`config.mk`:
```
export PLATFORM = sky130hd
export DESIGN_NAME = match_sequencer
export DESIGN_NICKNAME = d
export VERILOG_FILES = /design/src/rtl/match_sequencer.sv
export SDC_FILE = /design/constraint.sdc
export NUM_CORES = 1
export LEC_CHECK = 0
export ABC_CLOCK_PERIOD_IN_PS = 6150
export CAP_MARGIN = 20
export CORE_ASPECT_RATIO = 1.75
export CORE_UTILIZATION = 58
export DETAILED_ROUTE_END_ITERATION = 7
export GPL_ROUTABILITY_DRIVEN = 0
export GPL_TIMING_DRIVEN = 0
export PLACE_DENSITY_LB_ADDON = 0.05
export SLEW_MARGIN = 20
export SYNTH_ARGS = -nofsm -noshare
export SYNTH_HDL_FRONTEND = slang
export SYNTH_SLANG_ARGS = --single-unit
export TNS_END_PERCENT = 100
```
`constraint.sdc`:
```
create_clock -name clk -period 6.15 [get_ports clk]
set_input_delay 1.23 -clock clk [delete_from_list [all_inputs] [get_ports clk]]
set_output_delay 1.23 -clock clk [all_outputs]
set_load 0.005 [all_outputs]
```
`src/rtl/match_sequencer.sv`:
```
// Game-flow controller for the ping-pong core: sequences serve/play/goal/pause/over,
// drives the ball logic enables and keeps per-player scores and the winner.
module match_sequencer #(
  parameter int WIN_SCORE   = 7,
  parameter int SERVE_DELAY = 60,
  parameter int GOAL_HOLD   = 90
) (
  input  logic       clk,
  input  logic       rst,
  input  logic       frame_tick,
  input  logic       start_btn,
  input  logic       pause_btn,
  input  logic       goal_p1,
  input  logic       goal_p2,
  output logic       ball_rst,
  output logic       ball_run,
  output logic [3:0] score_p1,
  output logic [3:0] score_p2,
  output logic [1:0] winner,
  output logic [2:0] state
);

  localparam logic [2:0] S_IDLE  = 3'd0;
  localparam logic [2:0] S_SERVE = 3'd1;
  localparam logic [2:0] S_PLAY  = 3'd2;
  localparam logic [2:0] S_GOAL  = 3'd3;
  localparam logic [2:0] S_PAUSE = 3'd4;
  localparam logic [2:0] S_OVER  = 3'd5;

  localparam logic [3:0] WIN4       = 4'(WIN_SCORE);
  // A zero delay behaves like one tick so the timer always has a terminal value.
  localparam logic [7:0] SERVE_LAST = (SERVE_DELAY <= 1) ? 8'd0 : 8'(SERVE_DELAY - 1);
  localparam logic [7:0] GOAL_LAST  = (GOAL_HOLD <= 1) ? 8'd0 : 8'(GOAL_HOLD - 1);

  logic [2:0] state_q, state_d;
  logic [7:0] cnt_q, cnt_d;
  logic [3:0] score_p1_q, score_p1_d;
  logic [3:0] score_p2_q, score_p2_d;
  logic [1:0] winner_q, winner_d;
  logic       start_prev_q, pause_prev_q, gp1_prev_q, gp2_prev_q;

  logic start_e, pause_e, gp1_e, gp2_e;
  logic [3:0] p1_inc, p2_inc;

  function automatic logic [3:0] sat_inc(input logic [3:0] s);
    return (s >= WIN4) ? WIN4 : s + 4'd1;
  endfunction

  assign start_e = start_btn & ~start_prev_q;
  assign pause_e = pause_btn & ~pause_prev_q;
  assign gp1_e   = goal_p1 & ~gp1_prev_q;
  assign gp2_e   = goal_p2 & ~gp2_prev_q;

  assign p1_inc = sat_inc(score_p1_q);
  assign p2_inc = sat_inc(score_p2_q);

  always_comb begin
    state_d    = state_q;
    cnt_d      = cnt_q;
    score_p1_d = score_p1_q;
    score_p2_d = score_p2_q;
    winner_d   = winner_q;
    case (state_q)
      S_IDLE: begin
        if (start_e) begin
          score_p1_d = 4'd0;
          score_p2_d = 4'd0;
          winner_d   = 2'b00;
          cnt_d      = 8'd0;
          state_d    = S_SERVE;
        end
      end
      S_SERVE: begin
        if (frame_tick) begin
          if (cnt_q == SERVE_LAST) state_d = S_PLAY;
          else                     cnt_d   = cnt_q + 8'd1;
        end
      end
      S_PLAY: begin
        // Goals take precedence over a coincident pause; a double goal is a let.
        if (gp1_e && gp2_e) begin
          cnt_d   = 8'd0;
          state_d = S_GOAL;
        end else if (gp1_e) begin
          score_p2_d = p2_inc;
          if (p2_inc == WIN4) begin
            winner_d = 2'b10;
            state_d  = S_OVER;
          end else begin
            cnt_d   = 8'd0;
            state_d = S_GOAL;
          end
        end else if (gp2_e) begin
          score_p1_d = p1_inc;
          if (p1_inc == WIN4) begin
            winner_d = 2'b01;
            state_d  = S_OVER;
          end else begin
            cnt_d   = 8'd0;
            state_d = S_GOAL;
          end
        end else if (pause_e) begin
          state_d = S_PAUSE;
        end
      end
      S_GOAL: begin
        if (frame_tick) begin
          if (cnt_q == GOAL_LAST) begin
            cnt_d   = 8'd0;
            state_d = S_SERVE;
          end else begin
            cnt_d = cnt_q + 8'd1;
          end
        end
      end
      S_PAUSE: begin
        if (pause_e) state_d = S_PLAY;
      end
      S_OVER: begin
        if (start_e) state_d = S_IDLE;
      end
      default: state_d = S_IDLE;
    endcase
  end

  always_ff @(posedge clk) begin
    if (!rst) begin
      state_q      <= S_IDLE;
      cnt_q        <= 8'd0;
      score_p1_q   <= 4'd0;
      score_p2_q   <= 4'd0;
      winner_q     <= 2'b00;
      start_prev_q <= 1'b0;
      pause_prev_q <= 1'b0;
      gp1_prev_q   <= 1'b0;
      gp2_prev_q   <= 1'b0;
    end else begin
      state_q      <= state_d;
      cnt_q        <= cnt_d;
      score_p1_q   <= score_p1_d;
      score_p2_q   <= score_p2_d;
      winner_q     <= winner_d;
      start_prev_q <= start_btn;
      pause_prev_q <= pause_btn;
      gp1_prev_q   <= goal_p1;
      gp2_prev_q   <= goal_p2;
    end
  end

  assign ball_rst = (state_q == S_IDLE) || (state_q == S_SERVE) || (state_q == S_OVER);
  assign ball_run = (state_q == S_PLAY);
  assign score_p1 = score_p1_q;
  assign score_p2 = score_p2_q;
  assign winner   = winner_q;
  assign state    = state_q;

endmodule
```
==> impl_results.md <==
- Run status: completed
- Core Region: 0.00249 mm²
- Clock sink total: 25
- Hold Path Sink: winner[1]
- Crit Path Class: flop to primary output
- Reported leakage power: 0.670 nW
- Post-CTS Setup Inserts: 0
- Syn Std Cell Area: 0.00151 mm²
- Drt via density: ~6.3
- Worst R2R Start: score_p2[0]
- Post-synthesis register bit count: 25
- Largest cells by area after synthesis: dfxtp_1 33%, nand2b_1 4.1%, a21oi_1 4.0%
- Sum of overflow across all layers after global routing: 0
- Most instantiated flip-flop cell in the synthesis netlist: dfxtp_1
- Worst slew margin relative to its limit: 63.7%
- Worst-case setup slack after placement: 2.77 ns
- Number of port buffers: 21
- Slack of the worst reg-to-reg path: 3.99 ns
- R2R depth: 6
- Vias in the first global route: around 1400
- Number of standard-cell rows in the floorplan: 24
- Maximum single-stage delay on the critical path: 0.47 ns
- Buffers & Inverters on Critical Path: 4
- DRC violation total after the first TritonRoute iteration: 37
- Pre-antenna DRT Iters: 4
- Final period demand of the worst path: 3.22 ns
- Crit-path leading delay family: buffers and inverters
- Die W: between 40 and 50 µm
- Number of cells traversed by the worst hold path: 2
- RSZ-0062 raised after global routing: false
- Number of remaining DRC errors: 0
- Register area share after synthesis: 33.1%
- Cell Count, Final, Fillers Out: about 230
- Number of levels in the clock H-tree: 1
- Number of placed cells counting well taps: around 230
- HP Start: winner[1]
- Clock slew at reported path FFs: 0.10 ns
- Post-synth top area share: roughly a third
- Worst Path Required: 4.92 ns
- Number of diodes added for antenna fixing: 0
- Floorplan die height: 69.5 µm
- Number of max-slew violations in the final report: 0
- Die ar.: 0.00282 mm²
- Crit Path Max Fanout: 10
- Fin Setup TNS: 0 ns
- Cell breakdown of the critical path: buf_2 > nand2b_1 > nand2b_1 > clkbuf_1 > inv_2 > clkdlybuf4s50_1
- Mean cell area of the mapped netlist: 8.39 µm²
- Insertion delay of the later-clocked pin in the worst-skew pair: 0.28 ns
- Crit Reg-Reg Endpoint: cnt_q[5]
- Final worst setup slack: 2.93 ns
- Max-Cap Viols: 0
- Proportion of layout cells with a drive suffix above 1: between 9 and 10%
- Number of flops mapped to enable cells by yosys: 0
- CTS tree: done
- Initial antenna violation count: 0
- Path class of the lowest-slack min-delay path: flop to flop
- Largest net degree at the start of global routing: 16
- Startpoint Class: flop
- Aggregate global-route resource usage: just under 30%
- Overall via count from detail_route: 1458
- Avg WL per Cell: 15.8 µm
- Power per standard cell area: 183 mW/mm²
- Final Hold Fails: 0
- Worst-case hold slack: 0.475 ns
- Detailed Place HPWL: 2880 µm
- Number of buffers on the longest clock path: 2
- Most frequent cell on the critical path: nand2b_1
- Warnings from Yosys: 0
- Initial cell density of the core: 60.6%
- Placed cell areas: 0.00175 mm²
- Core utilization of the finished layout: 72.3%
- Global-route wire length before repair: 6060 µm
- Worst-margin pin slew: 0.540 ns
- Cells after Synth: 180
- Number of buffers added by the clock tree synthesis step: 3
- Finish-stage setup viols: 0
- P&R area growth vs syn: 19.3%
- Number of different library cells in the post-synthesis netlist: 54
- Highest attainable clock frequency: 311 MHz
- Post-Route Skew: 0.00887 ns
- Number of I/O pins: 22
- Clock tree root buffer cell: clkbuf_8
- Synthesized Nets: about 190
- Worst endpoint data arrival time: 1.99 ns
- Total wire length after detailed routing: 3650 µm
- Element type at the critical path end: primary output
- Final antenna-violating net count: 0
- Final cycle utilization of the critical path: about 52%
- # nets final: between 200 and 250
- Async set-or-reset flop fraction in the synthesized netlist: 0%
- Cell type contributing the most total cell area after synthesis: dfxtp_1
- Library cell contributing the largest single delay on the critical path: clkdlybuf4s50_1
- Final instance area: 0.00180 mm²
- Power, Total: 0.330 mW
- Resized Gates After CTS: 0
- VDD IR-drop max: around 0.18 mV
- Number of hold-repair buffers added at the cts stage: 0
## synth_stat cells, types with 3 or more instances
cell type  number
and2_1          4
a31oi_1         5
and3b_1         3
mux2i_1         4
ha_1            4
dfxtp_1        25
nand3_1         5
nor2b_1         7
a21oi_1        12
nor2_1         13
nand2b_1       10
a211o_1         3
o21ai_0        10
o21a_1          3
inv_1           5
a22oi_1         3
a21o_1          3
nand2_1        14
nor3_1          5
## power breakdown
group	total [mW]	switching, mW	leakage, nW	internal, mW
registers	0.169	0.00343	0.203	0.166
clock network	0.102	0.0559	0.0217	0.0460
logic	0.0587	0.0329	0.446	0.0258
total	0.330	0.0922	0.670	0.238
## cell families (layout without fill, tap and decap cells)
kind of cell | Yosys count | in the layout | synth area share (%)
AND/OR/NAND/NOR | 77 | 77 | 29.7
AO/OA/AOI/OAI | 56 | 56 | 26.6
flip-flops | 25 | 25 | 33.1
buffers and inverters | 12 | 37 | 3.15
adder cells (fa/ha/maj) | 5 | 5 | 3.98
multiplexers | 5 | 5 | 3.40
## sequential cells by signal, indices dropped and copies added, names as in the netlist
name and cells:
score_p1 4, gp1_prev_q 1, state 3, pause_prev_q 1
gp2_prev_q 1, cnt_q 8, start_prev_q 1, score_p2 4
winner 2
## cell usage in the layout, fill, tap and decap left out, drive strengths merged, types with 2 or more instances in the layout
| cell type | n |
|---|---|
| dfxtp | 25 |
| clkdlybuf4s50 | 21 |
| nand2 | 14 |
| nor2 | 13 |
| a21oi | 13 |
| o21ai | 11 |
| nand2b | 10 |
| nor2b | 7 |
| inv | 6 |
| a31oi | 5 |
| nand3 | 5 |
| nor3 | 5 |
| clkbuf | 5 |
| and2 | 4 |
| mux2i | 4 |
| ha | 4 |
| nor3b | 4 |
| o21a | 3 |
| and3b | 3 |
| a211o | 3 |
| a21o | 3 |
| a22oi | 3 |
| buf | 3 |
| and3 | 3 |
| or2 | 2 |
| nor4 | 2 |
| o31ai | 2 |
| o22ai | 2 |
## worst reg2reg max path, delay by kind of cell (launching register included)
| family | cells | cell delay [ns] |
|---|---|---|
| AOI/OAI and AO/OA | 3 | 0.82 |
| adders and majority gates | 2 | 0.66 |
| and+or+nand+nor | 1 | 0.14 |
| DFF | 1 | 0.44 |
## how the worst max path moves through the flow
stage,startpoint,end,cells after the start
after floorplan,goal_p1,cnt_q[5],5
after global placement,rst,cnt_q[5],6
after detailed placement,rst,cnt_q[5],6
after CTS,state[2],ball_run,6
after global routing,state[2],ball_run,6
final,state[2],ball_run,6
## cell type report
| cell class | count | area, µm² |
|---|---|---|
| Fill cell | 197 | 691 |
| Clock inverter | 1 | 7.51 |
| Timing Repair Buffer | 21 | 210 |
| Inverter | 7 | 26.3 |
| Clock buffer | 3 | 41.3 |
| Multi-Input combinational cell | 143 | 962 |
| Buffer | 5 | 21.3 |
| Tap cell | 26 | 32.5 |
| Sequential cell | 25 | 500 |
## routing by layer
layer | vias up | global-route usage (%) | share of wire (%)
li1 | 714 | - | -
met1 | 705 | 28.6 | 36
met2 | 32 | 56.4 | 59
met3 | 7 | 3.53 | 2.9
met4 | 0 | 8.52 | 1.6
met5 | - | 0 | 0
No activity file was read; power rests on OpenSTA's default activity.
